$ cat config.mk
export PLATFORM = sky130hd
export DESIGN_NAME = stream_frame_sequencer
export DESIGN_NICKNAME = d
export VERILOG_FILES = /design/src/rtl/stream_frame_sequencer_pkg.sv /design/src/rtl/stream_frame_sequencer_line_timer.sv /design/src/rtl/stream_frame_sequencer.sv
export SDC_FILE = /design/constraint.sdc
export NUM_CORES = 1
export LEC_CHECK = 0
export CORE_UTILIZATION = 35
export CTS_CLUSTER_DIAMETER = 120
export DETAILED_ROUTE_END_ITERATION = 12
export MAX_ROUTING_LAYER = met4
export PLACE_DENSITY = 0.68
export SETUP_SLACK_MARGIN = 0.4
export SYNTH_ARGS = -nofsm -noshare
export SYNTH_HDL_FRONTEND = slang
export SYNTH_SLANG_ARGS = --single-unit
$ cat constraint.sdc
create_clock -name clk -period 6.2 [get_ports clk]
set_input_delay 1.24 -clock clk [delete_from_list [all_inputs] [get_ports clk]]
set_output_delay 1.24 -clock clk [all_outputs]
set_load 0.02 [all_outputs]
$ cat src/rtl/stream_frame_sequencer_pkg.sv
// Shared constants, FSM encoding and debug struct for the stream frame sequencer.
// Contents:
//   DEF_* constants : global pixel width, frame geometry and pad pixel
//   state_t         : sequencer FSM states
//   dbg_t           : debug view of FSM state and input raster position
//   out_span()      : output active cycles per frame (H*W plus H-1 line gaps)
package stream_frame_sequencer_pkg;

  localparam int PIXEL_SIZE       = 24;
  localparam int COORD_W          = 16;
  localparam int DEF_FRAME_WIDTH  = 640;
  localparam int DEF_FRAME_HEIGHT = 480;
  localparam logic [PIXEL_SIZE-1:0] DEF_PAD_PIXEL = '0;

  typedef enum logic [2:0] {
    ST_IDLE   = 3'd0,
    ST_VSYNC  = 3'd1,
    ST_ACTIVE = 3'd2,
    ST_HSYNC  = 3'd3,
    ST_FLUSH  = 3'd4,
    ST_DONE   = 3'd5
  } state_t;

  typedef struct packed {
    state_t               state;
    logic [COORD_W-1:0]   in_x;
    logic [COORD_W-1:0]   in_y;
  } dbg_t;

  function automatic int out_span(input int w, input int h);
    return w * h + h - 1;
  endfunction

endpackage

$ cat src/rtl/stream_frame_sequencer_line_timer.sv
// Raster counter: W active positions per line, a 1-cycle gap between lines,
// H lines, no gap after the last line (wraps straight back to 0,0).
// Ports:
//   clk_i, reset_i : clock, synchronous active-high reset
//   clear_i        : return to (0,0) active; has priority over step_i
//   step_i         : advance one raster position
//   x_o, y_o       : current position
//   gap_o          : current cycle is the inter-line gap
//   last_o         : current cycle is the last active position of the frame
module stream_frame_sequencer_line_timer
  import stream_frame_sequencer_pkg::*;
#(
  parameter int W = DEF_FRAME_WIDTH,
  parameter int H = DEF_FRAME_HEIGHT
) (
  input  logic               clk_i,
  input  logic               reset_i,
  input  logic               clear_i,
  input  logic               step_i,
  output logic [COORD_W-1:0] x_o,
  output logic [COORD_W-1:0] y_o,
  output logic               gap_o,
  output logic               last_o
);

  localparam logic [COORD_W-1:0] XMAX = COORD_W'(W - 1);
  localparam logic [COORD_W-1:0] YMAX = COORD_W'(H - 1);

  logic [COORD_W-1:0] x_q, x_d, y_q, y_d;
  logic               gap_q, gap_d;

  always_comb begin
    x_d   = x_q;
    y_d   = y_q;
    gap_d = gap_q;
    if (clear_i) begin
      x_d   = '0;
      y_d   = '0;
      gap_d = 1'b0;
    end else if (step_i) begin
      if (gap_q) begin
        gap_d = 1'b0;
        x_d   = '0;
        y_d   = y_q + 1'b1;
      end else if (x_q == XMAX) begin
        if (y_q == YMAX) begin
          x_d = '0;
          y_d = '0;
        end else begin
          gap_d = 1'b1;
        end
      end else begin
        x_d = x_q + 1'b1;
      end
    end
  end

  always_ff @(posedge clk_i) begin
    if (reset_i) begin
      x_q   <= '0;
      y_q   <= '0;
      gap_q <= 1'b0;
    end else begin
      x_q   <= x_d;
      y_q   <= y_d;
      gap_q <= gap_d;
    end
  end

  assign x_o    = x_q;
  assign y_o    = y_q;
  assign gap_o  = gap_q;
  assign last_o = !gap_q && (x_q == XMAX) && (y_q == YMAX);

endmodule

$ cat src/rtl/stream_frame_sequencer.sv
// Feeds one frame at a time into a free-running pixel pipeline and tags its output.
// Ports:
//   clk, reset            : clock, synchronous active-high reset
//   start, cont           : begin a frame (IDLE only); auto-restart after DONE
//   s_valid/s_data/s_ready: source pixel stream
//   p_en/p_hsync/p_vsync/p_data : pipeline drive; p_out : pipeline result
//   m_valid/m_data/m_x/m_y: tagged, registered pipeline output
//   busy, frame_done, frame_count, underrun_cnt : status
//   dbg_o                 : FSM state and input raster position
// Source handshake: a pixel transfers in every cycle where s_ready is high;
// s_valid low in such a cycle is an underrun (pad pixel sent, slot lost) --
// the pipeline never stalls, so s_ready does not wait on s_valid.
module stream_frame_sequencer
  import stream_frame_sequencer_pkg::*;
#(
  parameter int                      FRAME_WIDTH  = DEF_FRAME_WIDTH,
  parameter int                      FRAME_HEIGHT = DEF_FRAME_HEIGHT,
  parameter int                      PIPE_LATENCY = 1283,
  parameter logic [PIXEL_SIZE-1:0]   PAD_PIXEL    = DEF_PAD_PIXEL
) (
  input  logic                  clk,
  input  logic                  reset,
  input  logic                  start,
  input  logic                  cont,
  input  logic                  s_valid,
  input  logic [PIXEL_SIZE-1:0] s_data,
  output logic                  s_ready,
  output logic                  p_en,
  output logic                  p_hsync,
  output logic                  p_vsync,
  output logic [PIXEL_SIZE-1:0] p_data,
  input  logic [PIXEL_SIZE-1:0] p_out,
  output logic                  m_valid,
  output logic [PIXEL_SIZE-1:0] m_data,
  output logic [COORD_W-1:0]    m_x,
  output logic [COORD_W-1:0]    m_y,
  output logic                  busy,
  output logic                  frame_done,
  output logic [15:0]           frame_count,
  output logic [15:0]           underrun_cnt,
  output dbg_t                  dbg_o
);

  localparam int OUT_SPAN = out_span(FRAME_WIDTH, FRAME_HEIGHT);
  localparam int CNT_W    = $clog2(PIPE_LATENCY + OUT_SPAN + 2);
  localparam logic [CNT_W-1:0]   LAT_C = CNT_W'(PIPE_LATENCY);
  localparam logic [CNT_W-1:0]   END_C = CNT_W'(PIPE_LATENCY + OUT_SPAN);
  localparam logic [COORD_W-1:0] XMAX  = COORD_W'(FRAME_WIDTH - 1);

  state_t                  state_q, state_d;
  logic [CNT_W-1:0]        cnt_q, cnt_d;
  logic [15:0]             frame_count_q, frame_count_d;
  logic [15:0]             underrun_q, underrun_d;
  logic                    m_valid_q, m_valid_d;
  logic [PIXEL_SIZE-1:0]   m_data_q, m_data_d;
  logic [COORD_W-1:0]      m_x_q, m_x_d, m_y_q, m_y_d;
  logic                    last_tag_q, last_tag_d;

  logic                    running, out_run, timer_clear;
  logic [COORD_W-1:0]      in_x, in_y, out_x, out_y;
  logic                    in_gap, in_last, out_gap, out_last;

  assign running     = (state_q == ST_ACTIVE) || (state_q == ST_HSYNC) || (state_q == ST_FLUSH);
  assign timer_clear = (state_q == ST_VSYNC);
  // cnt_q counts cycles since the first ACTIVE cycle; the output raster runs
  // for OUT_SPAN cycles starting PIPE_LATENCY cycles later.
  assign out_run     = running && (cnt_q >= LAT_C) && (cnt_q < END_C);

  stream_frame_sequencer_line_timer #(.W(FRAME_WIDTH), .H(FRAME_HEIGHT)) u_in_timer (
    .clk_i(clk), .reset_i(reset), .clear_i(timer_clear), .step_i(running),
    .x_o(in_x), .y_o(in_y), .gap_o(in_gap), .last_o(in_last)
  );

  stream_frame_sequencer_line_timer #(.W(FRAME_WIDTH), .H(FRAME_HEIGHT)) u_out_timer (
    .clk_i(clk), .reset_i(reset), .clear_i(timer_clear), .step_i(out_run),
    .x_o(out_x), .y_o(out_y), .gap_o(out_gap), .last_o(out_last)
  );

  // FSM next state and pipeline drive
  always_comb begin
    state_d    = state_q;
    s_ready    = 1'b0;
    p_hsync    = 1'b0;
    p_vsync    = 1'b0;
    frame_done = 1'b0;
    p_data     = PAD_PIXEL;
    unique case (state_q)
      ST_IDLE:   if (start) state_d = ST_VSYNC;
      ST_VSYNC: begin
        p_vsync = 1'b1;
        state_d = ST_ACTIVE;
      end
      ST_ACTIVE: begin
        s_ready = 1'b1;
        if (s_valid) p_data = s_data;
        if (in_last)           state_d = ST_FLUSH;
        else if (in_x == XMAX) state_d = ST_HSYNC;
      end
      ST_HSYNC: begin
        p_hsync = 1'b1;
        state_d = ST_ACTIVE;
      end
      ST_FLUSH: begin
        // the input raster keeps running so hsync keeps its line cadence
        p_hsync = in_gap;
        if (last_tag_q) state_d = ST_DONE;
      end
      ST_DONE: begin
        frame_done = 1'b1;
        state_d    = cont ? ST_VSYNC : ST_IDLE;
      end
      default: state_d = ST_IDLE;
    endcase
  end

  // counters and output tagging
  always_comb begin
    cnt_d         = cnt_q;
    underrun_d    = underrun_q;
    frame_count_d = frame_count_q;
    if (state_q == ST_VSYNC) begin
      cnt_d      = '0;
      underrun_d = '0;
    end else if (running) begin
      cnt_d = cnt_q + 1'b1;
    end
    if (state_q == ST_ACTIVE && !s_valid && underrun_q != 16'hFFFF)
      underrun_d = underrun_q + 16'd1;
    if (state_q == ST_DONE)
      frame_count_d = frame_count_q + 16'd1;
    m_valid_d  = out_run && !out_gap;
    m_data_d   = p_out;
    m_x_d      = out_x;
    m_y_d      = out_y;
    // goes high in the same cycle the last m_valid is presented
    last_tag_d = out_run && out_last;
  end

  always_ff @(posedge clk) begin
    if (reset) begin
      state_q       <= ST_IDLE;
      cnt_q         <= '0;
      underrun_q    <= '0;
      frame_count_q <= '0;
      m_valid_q     <= 1'b0;
      m_data_q      <= '0;
      m_x_q         <= '0;
      m_y_q         <= '0;
      last_tag_q    <= 1'b0;
    end else begin
      state_q       <= state_d;
      cnt_q         <= cnt_d;
      underrun_q    <= underrun_d;
      frame_count_q <= frame_count_d;
      m_valid_q     <= m_valid_d;
      m_data_q      <= m_data_d;
      m_x_q         <= m_x_d;
      m_y_q         <= m_y_d;
      last_tag_q    <= last_tag_d;
    end
  end

  assign p_en         = (state_q != ST_IDLE);
  assign busy         = (state_q != ST_IDLE);
  assign m_valid      = m_valid_q;
  assign m_data       = m_data_q;
  assign m_x          = m_x_q;
  assign m_y          = m_y_q;
  assign frame_count  = frame_count_q;
  assign underrun_cnt = underrun_q;
  assign dbg_o        = '{state: state_q, in_x: in_x, in_y: in_y};

endmodule

==> impl_metrics.json <==
{
  "p_per_area_nw_per_um2": 238,
  "power_leakage_nw": 3.56,
  "ios": 207,
  "gr-total-overflow": 0,
  "max_freq_mhz": 226,
  "dp.cells": 1349,
  "fillerInstances": 2096,
  "reg2reg_slack_ns": 2.96,
  "post-cts-setup-buffers": 0,
  "synth_top_area_frac": 0.458,
  "die_y_um": 151,
  "dr.pass1.iters": 5,
  "grt_max_degree": 84,
  "period_share": 0.715,
  "tightest_slew_ns": 1.08,
  "start_util": 0.357,
  "ys_seq_elements": 178,
  "row_count": 54,
  "synth_top_cell_by_area": "dfxtp_1",
  "final_cells": 1381,
  "synthesis.area_sq_um": 7790,
  "grt_pass1_wl_mm": 30.8,
  "maxSlewViolCount": 0,
  "crit_type": "in2out",
  "status": "finished, final reports clean",
  "antenna_cells": 0,
  "reg2reg_depth": 7,
  "die_x_um": 151,
  "synth_edf_count": 0,
  "hold_end": "m_y[13]",
  "startpoint_type": "primary input",
  "root_buffer": "clkbuf_16",
  "clockBufferDepth": 2,
  "globalplace.congestion": 0.836,
  "clk_pin_slew_ns": 0.07,
  "clock-sinks": 178,
  "crit_path_end_kind": "primary output",
  "total_power_w": 0.00254,
  "critPathArrivalTime_ns": 3.19,
  "seq_area_frac_synth": 0.458,
  "cap_violations": 0,
  "first_iter_violations": 352,
  "max_slew_margin": 0.276,
  "cts_made_buffers": 17,
  "hold_viol": 0,
  "fin_skew_ns": 0.00800,
  "multi_input_area_sq_um": 3960,
  "cts.hold.buffers_added": 0,
  "avgSynthCellArea_sq_um": 8.66,
  "synth.area.top_cells": "dfxtp_1 46%, nor2_1 5.2%, xnor2_1 4.7%",
  "synth_nets": 959,
  "crit_required_ns": 4.96,
  "route.detailed.drc": 0,
  "antenna_found_initial": 0,
  "ys_types": 73,
  "fin_crit_ns": 4.43,
  "wl_per_cell_um": 14.1,
  "gr-usage-all-layers": 0.174,
  "synth-async-reset-ratio": 0,
  "drive_gt1_frac": 0.0554,
  "min_from": "u_out_timer.y_o[13]",
  "wl_mm": 19.5,
  "irDropWorstVdd_mv": 0.155,
  "h-tree-depth": 4,
  "syn_to_final_growth_pct": 37.2,
  "core_region_area_sq_um": 21800,
  "path_max_fanout": 24,
  "hold_depth": 2,
  "final_antenna_net_count": 0,
  "rsz0062_at_grt": "no",
  "ys_warn_count": 0,
  "setup_viol": 0,
  "nets": 1148,
  "rr_endpoint": "u_in_timer.x_o[10]",
  "dp_hpwl_mm": 13.7,
  "register_area_sq_um": 3560,
  "io_buffers": 206,
  "grt_pass1_vias": 6264,
  "fin_tns_setup_ns": 0,
  "synth-main-ff-cell": "dfxtp_1",
  "routed-via-count": 6971,
  "fp.dieArea_sq_um": 22800,
  "cts-resized-gates": 0,
  "vias_per_cell": 5.05,
  "cts_tree": "yes",
  "regToRegStartpoint": "u_in_timer.y_o[0]",
  "synth_cells": 899,
  "hp-class": "reg2reg",
  "clkLatencyLatePin_ns": 0.43
}
area by class of cell:
cell class | instances | area share
clock inverters | 15 | 0.0204
multi-input cells | 660 | 0.371
well taps | 280 | 0.0328
inverters | 22 | 0.00773
clock buffers | 17 | 0.0398
repair buffers | 209 | 0.195
flip-flops and latches | 178 | 0.334
critical path, cell delays in order:
cell and delay, ns:
clkdlybuf4s50_1 0.49, and3_1 0.62, and2_1 0.23, clkdlybuf4s50_1 0.60
where the power goes:
group	total, W	leakage [nW]	internal [W]	switching (W)
combinational	0.000198	1.81	0.0000899	0.000108
clock	0.00118	0.314	0.000687	0.000488
sequential	0.00117	1.44	0.00116	0.0000117
layout by cell type (no fill, tap or decap), types with 5 or more instances in the layout:
master	count
and2_1	29
inv_1	22
inv_6	5
or3_1	18
clkbuf_16	17
nor2b_1	51
nor3_1	34
or4_1	8
a21oi_1	41
nor4_1	17
or2_2	7
and3_1	19
dfxtp_1	178
nor2_1	107
nand2_1	71
ha_1	7
clkdlybuf4s50_1	205
nand3_1	36
xor2_1	20
o31ai_1	7
o21ai_0	37
and4_1	6
xnor2_1	42
nand4_1	23
metal layers:
metal  track usage  share of wire  up-vias
li1              -              -     3511
met1         0.215           0.45     3216
met2         0.278           0.46      225
met3        0.0485          0.075       19
met4        0.0490         0.0089        0
met5             -              0        -
kinds of logic (layout without fill, tap and decap cells):
logic type / count (synthesis) / in the layout / share of synthesized area
compound gates: 131 / 131 / 0.112
xor+xnor: 62 / 62 / 0.0697
fa+ha+maj: 7 / 7 / 0.0112
buf+inv: 61 / 263 / 0.0333
flops: 178 / 178 / 0.458
mux: 3 / 3 / 0.00402
simple gates: 457 / 457 / 0.312
per-stage QoR:
step | cell area, sq um | utilization | worst slack (ns) | hold slack, ns
after floorplan | 7790 | - | 3.06 | 0.444
after global placement | 10000 | 0.460 | 1.81 | 0.473
after detailed placement | 10000 | 0.460 | 1.74 | 0.475
after CTS | 10700 | 0.490 | 1.74 | 0.486
after global routing | 10700 | 0.490 | 1.63 | 0.507
final | 10700 | 0.490 | 1.77 | 0.481
sequential cells by signal, indices dropped and copies added (netlist names):
name and flops:
state_q 3, cnt_q 19, u_out_timer.gap_o 1, frame_count 16, u_out_timer.y_o 16, m_valid 1, underrun_cnt 16, m_y 16
u_out_timer.x_o 16, m_x 16, last_tag_q 1, u_in_timer.gap_o 1, m_data 24, u_in_timer.y_o 16, u_in_timer.x_o 16
cells in the mapped netlist (all sizes together) (4+ instances only):
| cell | n |
|---|---|
| xnor2 | 42 |
| nor3 | 35 |
| nor4b | 5 |
| nand3b | 4 |
| inv | 22 |
| and4 | 6 |
| o21ai | 38 |
| or4 | 8 |
| nor2 | 107 |
| nand3 | 39 |
| or3 | 18 |
| o31ai | 8 |
| xor2 | 20 |
| and3 | 19 |
| nand2 | 71 |
| buf | 11 |
| nor3b | 4 |
| nand2b | 4 |
| dfxtp | 178 |
| ha | 7 |
| nand4 | 23 |
| and2 | 30 |
| nor4 | 17 |
| clkbuf | 28 |
| or2 | 9 |
| nor2b | 51 |
| a21oi | 42 |
how the worst max path moves through the flow:
stage	start	end
after global routing	s_valid	p_data[21]
after CTS	s_valid	p_data[13]
after global placement	s_valid	p_data[6]
after floorplan	s_valid	p_data[10]
after detailed placement	s_valid	p_data[13]
final	s_valid	p_data[21]
Note: power is estimated with default switching activity, not from simulation.
==> RTL change: new RTL, config.mk and constraints unchanged <==
`PIXEL_SIZE`: 24 -> 48.
--- a/src/rtl/stream_frame_sequencer_pkg.sv
+++ b/src/rtl/stream_frame_sequencer_pkg.sv
@@ -8,3 +8,3 @@
 
-  localparam int PIXEL_SIZE       = 24;
+  localparam int PIXEL_SIZE       = 48;
   localparam int COORD_W          = 16;
Interface: changed (resized m_data, p_data, p_out and s_data); port bits go from 207 to 303. The function was not compared with the original's and may differ.
==> RTL change against the unedited design <==
Total power is 20% higher; wire length increased by 29%; non-clock buffer count increased by 98; sequential power increased by 15%; area after synthesis is 11% higher; setup slack lost 0.24 ns; sequential cell count up 24; synthesized cell count grew 11%; cell area grew 19%; critical path type unchanged; critical endpoint is now p_data[16].
==> RTL change: results (changes against the unedited design) <==
stage	metric	value	unit	change
synthesis	Synth top cells by count	202 x dfxtp_1, 104 x nor2_1, 81 x nor2b_1, 72 x and3_1, 67 x nand2_1		was 178 x dfxtp_1, 107 x nor2_1, 71 x nand2_1, 51 x nor2b_1, 42 x xnor2_1
clock_network	TritonCTS Buffers	23		was 17
clock_network	clk_lat worst skew	0.52	ns	was 0.43 ns
global_route	first-pass GRT wire length	39.8	mm	was 30.8 mm
sta	clock skew	0.0156	ns	was 0.00800 ns
clock_network	H-tree depth	1		was 4
critical_path	Critical Path AT	3.43	ns	was 3.19 ns
placed_design	placed cell area	11900	µm²	was 10000 µm²
synthesis	Syn Nets	1104		was 959
synthesis	synth top area cells	dfxtp_1 47%, nor2b_1 5.9%, and3_1 5.2%		was dfxtp_1 46%, nor2_1 5.2%, xnor2_1 4.7%
clock_network	clk buf depth	3		was 2
route	DR vias/cell	5.01		was 5.05
route	vias post-DR	8107		was 6971
placed_design	IO buf count	302		was 206
critical_path	Largest stage delay, worst path	1.26	ns	was 0.62 ns
global_route	vias in the first global route	7470		was 6264
global_route	GRT Util Overall	19.6	%	was 17.4%
status	outcome	complete, no violations		unchanged
placed_design	placed cells	1576		was 1349
critical_path	slowest CP cell	clkdlybuf4s50_1		was and3_1
global_route	largest net degree at the start of global routing	77		was 84
critical_path	crit path max fanout	50		was 24
placed_design	gpl congestion	0.827		was 0.836
global_route	antenna violations before repair	1		was 0
sta	slew margin rel.	20.4	%	was 27.6%
synthesis	unique cell type count in the Yosys netlist	60		was 73
synthesis	share of synthesized area occupied by flip-flops and latches	46.9	%	was 45.8%
route	Detailed Routing Iterations Pass 1	5		unchanged
finish	# fillers	2264		was 2096
synthesis	Mean Syn Cell Area	8.66	µm²	about the same
route	DRT iter0 DRCs	549		was 352
route	routed length per instance	15.5	µm	was 14.1 µm
RTL change: stage by stage:
stage	setup WS, ns	util, %	hold slack (ns)
after floorplan	3.04	-	0.448
after global placement	1.69	49.1	0.477
final	1.53	52.4	0.498
after CTS	1.55	52.4	0.502
after detailed placement	1.55	49.1	0.494
after global routing	1.41	52.4	0.527
RTL change: logic make-up after synthesis:
kind of cell             after synthesis  share of synthesized area, %
AO/OA/AOI/OAI                        156                          11.0
XOR/XNOR                              55                          5.58
adder cells (fa/ha/maj)                7                          1.01
buffers and inverters                 64                          2.93
flip-flops                           202                          46.9
multiplexers                           3                         0.348
AND/OR/NAND/NOR                      509                          32.3
RTL change: per-layer routing:
| layer | routed length [µm] | track usage [%] |
|---|---|---|
| met4 | 420 | 4.59 |
| met3 | 1680 | 4.71 |
| met5 | 0 | - |
| met2 | 11600 | 32.0 |
| met1 | 11400 | 24.3 |
RTL change: layout make-up:
type | instances | share of cell area [%]
Tap cell | 324 | 3.19
Antenna cell | 1 | 0.0197
Clock inverter | 10 | 1.12
Timing Repair Buffer | 307 | 24.1
Inverter | 13 | 0.384
Sequential cell | 202 | 31.8
Clock buffer | 32 | 5.19
Multi-Input combinational cell | 730 | 34.2
RTL change: path summary, 6_finish.rpt:
kind                                                   start                         endpoint  slack, ns  cells past startpoint
worst max-delay path                                 s_valid                       p_data[16]       1.53                      3
worst min-delay path            frame_count[13]$_SDFFE_PP0P_     frame_count[13]$_SDFFE_PP0P_       0.50                      2
worst max register to register       state_q[1]$_SDFFE_PP0P_  u_out_timer.x_o[9]$_SDFFE_PP0P_       2.73                      7
worst min register to register  frame_count[13]$_SDFFE_PP0P_     frame_count[13]$_SDFFE_PP0P_       0.50                      2
RTL change: where the power goes:
part | internal [mW] | total (mW) | switching (mW)
combinational | 0.150 | 0.310 | 0.160
sequential | 1.32 | 1.34 | 0.0160
clock | 0.872 | 1.41 | 0.538
total | 2.34 | 3.06 | 0.714
RTL change: worst max-delay path, delay by kind of cell:
family        cells  cell delay (ns)
simple gates      1             0.30
buf+inv           2             1.88
